<file path="src/rtl/loader_pkg.sv">
// Shared types and defaults for the UART program loader.
package loader_pkg;

    // Loader session states
    typedef enum logic [2:0] {
        ST_IDLE  = 3'd0,
        ST_LOAD  = 3'd1,
        ST_WRITE = 3'd2,
        ST_DONE  = 3'd3,
        ST_ERROR = 3'd4
    } state_t;

    // Command byte that opens a load session
    localparam logic [7:0]  DEF_START_CMD = 8'h4C;

    // Instruction word that ends a load session
    localparam logic [31:0] DEF_HALT_WORD = 32'h0000_0000;

endpackage

</file>
<file path="src/rtl/byte_assembler.sv">
// Packs a byte stream into 32-bit words, MSB first, and flags each completed word.
module byte_assembler (
    input  logic        i_clk,
    input  logic        i_rst,
    input  logic        i_clear,
    input  logic        i_valid,
    input  logic [7:0]  i_byte,
    output logic [31:0] o_word,
    output logic        o_word_valid,
    output logic        o_last
);

    logic [1:0]  r_count;
    logic [31:0] r_word;
    logic        r_word_valid;

    // Shift incoming bytes in; pulse word_valid the cycle after the 4th byte
    always_ff @(posedge i_clk or posedge i_rst) begin
        if (i_rst) begin
            r_count      <= '0;
            r_word       <= '0;
            r_word_valid <= 1'b0;
        end else if (i_clear) begin
            r_count      <= '0;
            r_word       <= '0;
            r_word_valid <= 1'b0;
        end else if (i_valid) begin
            r_word       <= {r_word[23:0], i_byte};
            r_count      <= r_count + 2'd1;
            r_word_valid <= (r_count == 2'd3);
        end else begin
            r_word_valid <= 1'b0;
        end
    end

    assign o_word       = r_word;
    assign o_word_valid = r_word_valid;
    // The counter wraps to 0 on the 4th byte, so the next word starts clean
    // without an explicit clear during the write cycle.
    assign o_last       = (r_count == 2'd3);

endmodule

</file>
<file path="src/rtl/instr_loader.sv">
// UART-side program loader: waits for a start command, assembles words and
// writes them to instruction memory, then releases the processor.
module instr_loader
    import loader_pkg::*;
#(
    parameter int unsigned IMEM_DEPTH     = 64,
    parameter logic [7:0]  START_CMD      = DEF_START_CMD,
    parameter logic [31:0] HALT_WORD      = DEF_HALT_WORD,
    parameter int unsigned TIMEOUT_CYCLES = 1_000_000
) (
    input  logic        clk,
    input  logic        rst,
    input  logic        rx_done,
    input  logic [7:0]  rx_data,
    output logic        write_instruction,
    output logic [31:0] address_instruction,
    output logic [31:0] instruction_receive,
    output logic        load_done,
    output logic        load_error,
    output logic        mips_enable
);

    localparam int unsigned AW = (IMEM_DEPTH > 1) ? $clog2(IMEM_DEPTH) : 1;
    localparam int unsigned TW = (TIMEOUT_CYCLES > 2) ? $clog2(TIMEOUT_CYCLES) : 1;
    localparam logic [AW-1:0] ADDR_LAST  = AW'(IMEM_DEPTH - 1);
    localparam logic [TW-1:0] TIMER_LAST = TW'(TIMEOUT_CYCLES - 1);

    state_t        r_state;
    state_t        w_state_next;
    logic [AW-1:0] r_addr;
    logic [TW-1:0] r_timer;
    logic          r_done;
    logic          r_error;
    logic          w_start;
    logic          w_shift;
    logic          w_last;
    logic          w_word_valid;
    logic [31:0]   w_word;

    // A start command is only recognised outside an active session
    assign w_start = rx_done && (rx_data == START_CMD) &&
                     ((r_state == ST_IDLE) || (r_state == ST_ERROR));
    // Bytes arriving during the write cycle belong to the next word
    assign w_shift = rx_done && ((r_state == ST_LOAD) || (r_state == ST_WRITE));

    byte_assembler u_asm (
        .i_clk        (clk),
        .i_rst        (rst),
        .i_clear      (w_start),
        .i_valid      (w_shift),
        .i_byte       (rx_data),
        .o_word       (w_word),
        .o_word_valid (w_word_valid),
        .o_last       (w_last)
    );

    // Session state register
    always_ff @(posedge clk or posedge rst) begin
        if (rst) r_state <= ST_IDLE;
        else     r_state <= w_state_next;
    end

    // Next-state selection
    always_comb begin
        w_state_next = r_state;
        case (r_state)
            ST_IDLE:  if (w_start) w_state_next = ST_LOAD;
            ST_LOAD: begin
                if (rx_done) begin
                    if (w_last) w_state_next = ST_WRITE;
                end else if (r_timer == TIMER_LAST) begin
                    w_state_next = ST_ERROR;
                end
            end
            ST_WRITE: begin
                if (w_word == HALT_WORD)     w_state_next = ST_DONE;
                else if (r_addr == ADDR_LAST) w_state_next = ST_ERROR;
                else                          w_state_next = ST_LOAD;
            end
            ST_DONE:  w_state_next = ST_DONE;
            ST_ERROR: if (w_start) w_state_next = ST_LOAD;
            default:  w_state_next = ST_IDLE;
        endcase
    end

    // Inter-byte idle timer: cleared by each byte, saturating otherwise
    always_ff @(posedge clk or posedge rst) begin
        if (rst) begin
            r_timer <= '0;
        end else if (w_start) begin
            r_timer <= '0;
        end else if ((r_state == ST_LOAD) || (r_state == ST_WRITE)) begin
            if (rx_done)             r_timer <= '0;
            else if (r_timer != '1)  r_timer <= r_timer + TW'(1);
        end
    end

    // Word address: restarts at each session, advances after each non-final write
    always_ff @(posedge clk or posedge rst) begin
        if (rst)                                                   r_addr <= '0;
        else if (w_start)                                          r_addr <= '0;
        else if ((r_state == ST_WRITE) && (w_state_next == ST_LOAD)) r_addr <= r_addr + AW'(1);
    end

    // Registered status flags
    always_ff @(posedge clk or posedge rst) begin
        if (rst) begin
            r_done  <= 1'b0;
            r_error <= 1'b0;
        end else begin
            r_done  <= (w_state_next == ST_DONE);
            r_error <= (w_state_next == ST_ERROR);
        end
    end

    assign write_instruction   = w_word_valid;
    assign address_instruction = 32'(r_addr);
    assign instruction_receive = w_word;
    assign load_done           = r_done;
    assign load_error          = r_error;
    assign mips_enable         = r_done;

endmodule

</file>
<file path="config.mk">
export PLATFORM = sky130hd
export DESIGN_NAME = instr_loader
export DESIGN_NICKNAME = d
export VERILOG_FILES = /design/src/rtl/loader_pkg.sv /design/src/rtl/byte_assembler.sv /design/src/rtl/instr_loader.sv
export SDC_FILE = /design/constraint.sdc
export NUM_CORES = 1
export LEC_CHECK = 0
export ABC_AREA = 1
export BUFFER_PORTS_ARGS = -buffer_cell sky130_fd_sc_hd__buf_2
export CAP_MARGIN = 40
export CORE_ASPECT_RATIO = 0.5
export CORE_UTILIZATION = 55
export CTS_BUF_LIST = sky130_fd_sc_hd__clkbuf_2 sky130_fd_sc_hd__clkbuf_4 sky130_fd_sc_hd__clkbuf_8
export CTS_CLUSTER_DIAMETER = 80
export DETAILED_ROUTE_END_ITERATION = 8
export GPL_TIMING_DRIVEN = 0
export PLACE_DENSITY = 0.87
export SYNTH_ARGS = -nofsm -noshare
export SYNTH_HDL_FRONTEND = slang
export SYNTH_SLANG_ARGS = --single-unit
</file>
<file path="constraint.sdc">
create_clock -name clk -period 4 [get_ports clk]
set_input_delay 0.4 -clock clk [delete_from_list [all_inputs] [get_ports clk]]
set_output_delay 0.4 -clock clk [all_outputs]
set_load 0.02 [all_outputs]
</file>
Word level (Yosys, flattened, before mapping). Cells that the tools add are included.

Add/sub/neg operators: 3. Equal/unequal tests: 12. Multiplexer cells: 19. Reduce and logical (&&, ||, !) cells: 14.

Operators with widths (count): 2-to-1 mux 20 bit (4); 2-to-1 mux 32 bit (2); logical NOT 32 bit (1); adder 20 x 1 -> 20 bit, second input constant (1); == test 20 bit, second input constant (1); != test 20 bit, second input constant (1); 2-to-1 mux 3 bit (6); 2-to-1 mux 6 bit (2); case mux 3 bit (4 select lines) (1); == test 3 x 2 -> 1 bit, second input constant (3); == test 8 x 7 -> 1 bit, second input constant (1); adder 6 x 1 -> 6 bit, second input constant (1); == test 3 x 1 -> 1 bit, second input constant (2); == test 3 bit, second input constant (2); == test 6 bit, second input constant (1); nonzero test 2 bit (3); logical AND 1 bit (4); 2-to-1 mux 2 bit (2); logical NOT 3 bit (1); nonzero test 3 bit (1); adder 2 x 1 -> 2 bit, second input constant (1); == test 2 bit, second input constant (1); logical OR 1 bit (2); 2-to-1 mux 1 bit (2); 2 further kinds (2).

Register bits after elaboration: 66. Input port bits: 11.

Longest topological paths before layout.
Depth in word-level cells: 9. Depth in mapped cells: 11. Depth with buffers taken out: 11.

Cells and area by module. A second synthesis with hierarchy kept.

Cells, all modules: 488. Area, all modules: 3713.6 sq um.

By module, submodules not included: instr_loader (instances 1, cells each 334, area an instance 2298.5 sq um, sequential area each 775.7 sq um); byte_assembler (instances 1, cells each 154, area an instance 1415.1 sq um, sequential area each 875.8 sq um).

Least setup slack after synthesis. OpenSTA, ideal clock, no wires.

Path type: reg-to-reg. From: register r_state[2]. To: register u_asm.r_word[12] (netlist: u_asm.o_word[12]). Arrival: 1.474 ns. Data required time: 3.875 ns. Path slack: 2.401 ns. Cell stages (with the launch flop): 9. Cells stage by stage: dfrtp_1 inv_1 nand2_1 o21ai_0 inv_1 nor2_4 inv_2 nand2_2 mux2_2.

Cells in the longest elaborated chain, start to end: 4.

RTL lines: start, declared (line instr_loader.sv:28) `state_t r_state;`; start signal, assigned (line instr_loader.sv:60) `else r_state <= w_state_next;`; == test 3 bit, or another cell as far along (line instr_loader.sv:42) `((r_state == ST_IDLE) || (r_state == ST_ERROR));`; logical OR 1 bit (on tied branches) (line instr_loader.sv:42, instr_loader.sv:44); logical AND 1 bit (on tied branches) (line instr_loader.sv:41, instr_loader.sv:44); 2-to-1 mux 32 bit or nonzero test 2 bit (tied branches); end signal, assigned (line byte_assembler.sv:28) `r_word <= {r_word[23:0], i_byte};`; end, declared (line byte_assembler.sv:14) `logic [31:0] r_word;`.

Several ways; a longest one is shown, not always the timed one. A chain may end at the register's enable or synchronous reset.

Worst setup path after layout.
From: register r_state[2]. To: register u_asm.r_word[3] (netlist: u_asm.o_word[3]).

The elaborated chain is that of the path after synthesis.

==> results.py <==
metrics = {
    "worst_setup_path": {
        "path_cells": "inv_1 -> nand2_1 -> o21ai_0 -> inv_1 -> nor2_4 -> inv_2 -> nand2_2 -> buf_2 -> o21ai_0",
        "crit_slowest_cell": "dfrtp_1",
        "criticalPathCategory": "flop to flop",
        "arrival_ps": 2180,
        "critPathCaptureType": "flop",
        "cpPeakStageDelay_ps": 420,
        "cp.required_ps": 4240,
        "crit_fanout": 10,
        "cp-start-kind": "flop",
    },
    "floorplan": {
        "io_pins": 79,
        "chipWidth_microns": 119,
        "initial_utilization_pct": 59.3,
        "die_h_microns": 60.4,
        "core-area_sq_um": 6330,
        "die_area_sq_um": 7180,
        "num_rows": 20,
    },
    "cts": {
        "cts-buffers-inserted": 9,
        "cts_hold_buf": 0,
        "clock_sinks": 66,
        "postCtsSetupBuffers": 0,
        "cts_root_buffer": "clkbuf_8",
        "post_cts_resized": 0,
        "clockBufferDepth": 2,
        "htreeDepth": 3,
        "clk_pin_slew_ps": 70,
        "cts_tree": "yes",
        "clkLatencyLatePin_ps": 360,
    },
    "placed_design": {
        "portBuffers": 52,
        "dp_cells": 644,
        "place.gp.congestion": 0.968,
        "dp_hpwl_microns": 6540,
        "pre_cts_ws_ps": 2130,
    },
    "power": {
        "peakVddDrop_mv": 0.250,
        "p_per_area_nw_per_um2": 619,
        "power_leakage_nw": 2.37,
    },
    "routing": {
        "routed_via_density": 5.35,
        "drt_iter0_markers": 270,
        "antenna_left": 0,
        "vias": 3529,
        "wirelength_microns": 8940,
        "wl_per_cell_microns": 13.5,
        "drc": 0,
        "dr.pass1.iters": 6,
    },
    "logic_synthesis": {
        "synthTopCellsByCount": "99 x nand2_1, 66 x dfrtp_1, 57 x nand3_1",
        "yosysMostFrequentCell": "nand2_1",
        "ys_async_sr_fraction_pct": 100,
        "synthCells": 478,
        "ys_seq_area_share_pct": 44.0,
        "synth_area_sq_um": 3750,
        "synth_warnings": 0,
        "synth_edf_count": 0,
        "ys_seq_elements": 66,
        "syn_area_per_cell_sq_um": 7.85,
        "synth_cell_types": 37,
        "netlist_top_cells_area": "dfrtp_1 44%, nand2_1 9.9%, nand3_1 7.6%",
        "synth_area_leader_cell": "dfrtp_1",
        "synth_top_area_share_pct": 44.0,
        "synthFlopType": "dfrtp_1",
    },
    "sta": {
        "setup-tns-final_ps": 0,
        "timing.final.ws_setup_ps": 2060,
        "skew_ps": 5.45,
        "max_freq_mhz": 516,
        "whs_ps": 96.2,
        "finalSetupViolCount": 0,
        "slew_headroom_pct": 61.2,
        "min_period_ps": 1940,
        "rsz0062_at_grt": "false",
        "drv_slew": 0,
        "hold_violations": 0,
        "worst_pin_slew_ps": 582,
        "min_period_over_period_pct": 48.4,
    },
    "layout": {
        "antennaDiodeCount": 0,
        "final_util_pct": 70.8,
        "final_cells": 660,
        "filler_cell_count": 498,
        "area_growth_pct": 19.3,
        "layout.nets": 581,
        "drive_above_1_share_pct": 23.1,
    },
    "grt": {
        "grt_pass1_wl_microns": 14900,
        "grt_pass1_vias": 3174,
        "grt_max_degree": 41,
        "grt_usage_pct": 27.3,
        "antenna_found_initial": 0,
        "overflow": 0,
    },
    "job": {
        "drv_cap": 0,
    },
    "worst_hold_path": {
        "hp-class": "input pin to asynchronous set/reset pin",
    },
    "outcome": {
        "status": "complete, no violations",
    },
}
[worst paths after layout]
path / start / end / slack, ps / cells after the start
worst min-delay path: rst / r_timer[2] / 100 / 2
worst max-delay path: r_state[2] / u_asm.o_word[3] / 2060 / 9
max in group asynchronous: rst / u_asm.o_word[17] / 3300 / 3
worst max register to register: r_state[2] / u_asm.o_word[3] / 2060 / 9
min in group clk: rx_data[0] / u_asm.o_word[0] / 290 / 3
worst min register to register: u_asm.r_count[0] / u_asm.r_count[0] / 500 / 1
[cell type report]
cell class / count / area [sq um] / area share [%]
clock inverter: 5 / 103 / 2.29
inverter: 50 / 190 / 4.25
timing repair buffer: 53 / 280 / 6.26
buffer: 41 / 288 / 6.42
clock buffer: 11 / 139 / 3.10
sequential: 66 / 1650 / 36.9
tap: 88 / 110 / 2.46
multi-input combinational: 346 / 1720 / 38.4
[flip-flops by register name, indices dropped and copies added, names as in the netlist]
signal              flops
load_done               1
load_error              1
r_addr                  6
r_state                 3
r_timer                20
u_asm.o_word           32
u_asm.o_word_valid      1
u_asm.r_count           2
[per-stage QoR]
stage	instance area, sq um	total power [mW]
finish	4480	2.77
global route	4480	2.96
CTS	4480	2.77
detailed placement	4240	2.09
global placement	4220	2.05
floorplan	3850	1.76
[cells by family (layout without fill, tap and decap cells)]
family	count (synthesis)	count (layout)	synth area share (%)
and+or+nand+nor	248	248	30.0
buffers and inverters	91	160	12.7
DFF	66	66	44.0
AOI/OAI and AO/OA	52	52	8.07
xor gates and xnor gates	15	15	3.50
adders and majority gates	3	3	1.00
muxes	2	2	0.600
other	1	26	0.0999
[worst max-delay path, delay by kind of cell, from the launching register on]
kind	cells	cell delay [ps]
buf+inv	4	630
flops	1	420
simple gates	3	500
compound gates	2	270
[layout by cell type (no fill, tap or decap), drive strengths merged, types with 4 or more instances in the layout]
cell type	netlist	final
nand3	58	58
dfrtp	66	66
a21oi	4	4
buf	37	90
nor2	58	58
nand2	104	104
clkbuf	4	15
nand4	12	12
inv	50	50
xor2	15	15
o21ai	42	42
conb	1	26
nor3	10	10
[per-layer routing]
| layer | wire, microns | global-route usage [%] | vias up |
|---|---|---|---|
| met1 | 3770 | 34.2 | 1658 |
| li1 | - | - | 1677 |
| met4 | 202 | 11.9 | 0 |
| met5 | 0 | 0 | - |
| met3 | 719 | 8.83 | 27 |
| met2 | 4250 | 45.1 | 167 |
[power breakdown]
part	switching [mW]	total, mW	internal (mW)
registers	0.208	1.09	0.882
clock network	0.259	0.686	0.427
logic	0.653	0.997	0.344
total	1.12	2.77	1.65
Note: power is estimated with default switching activity, not from simulation.
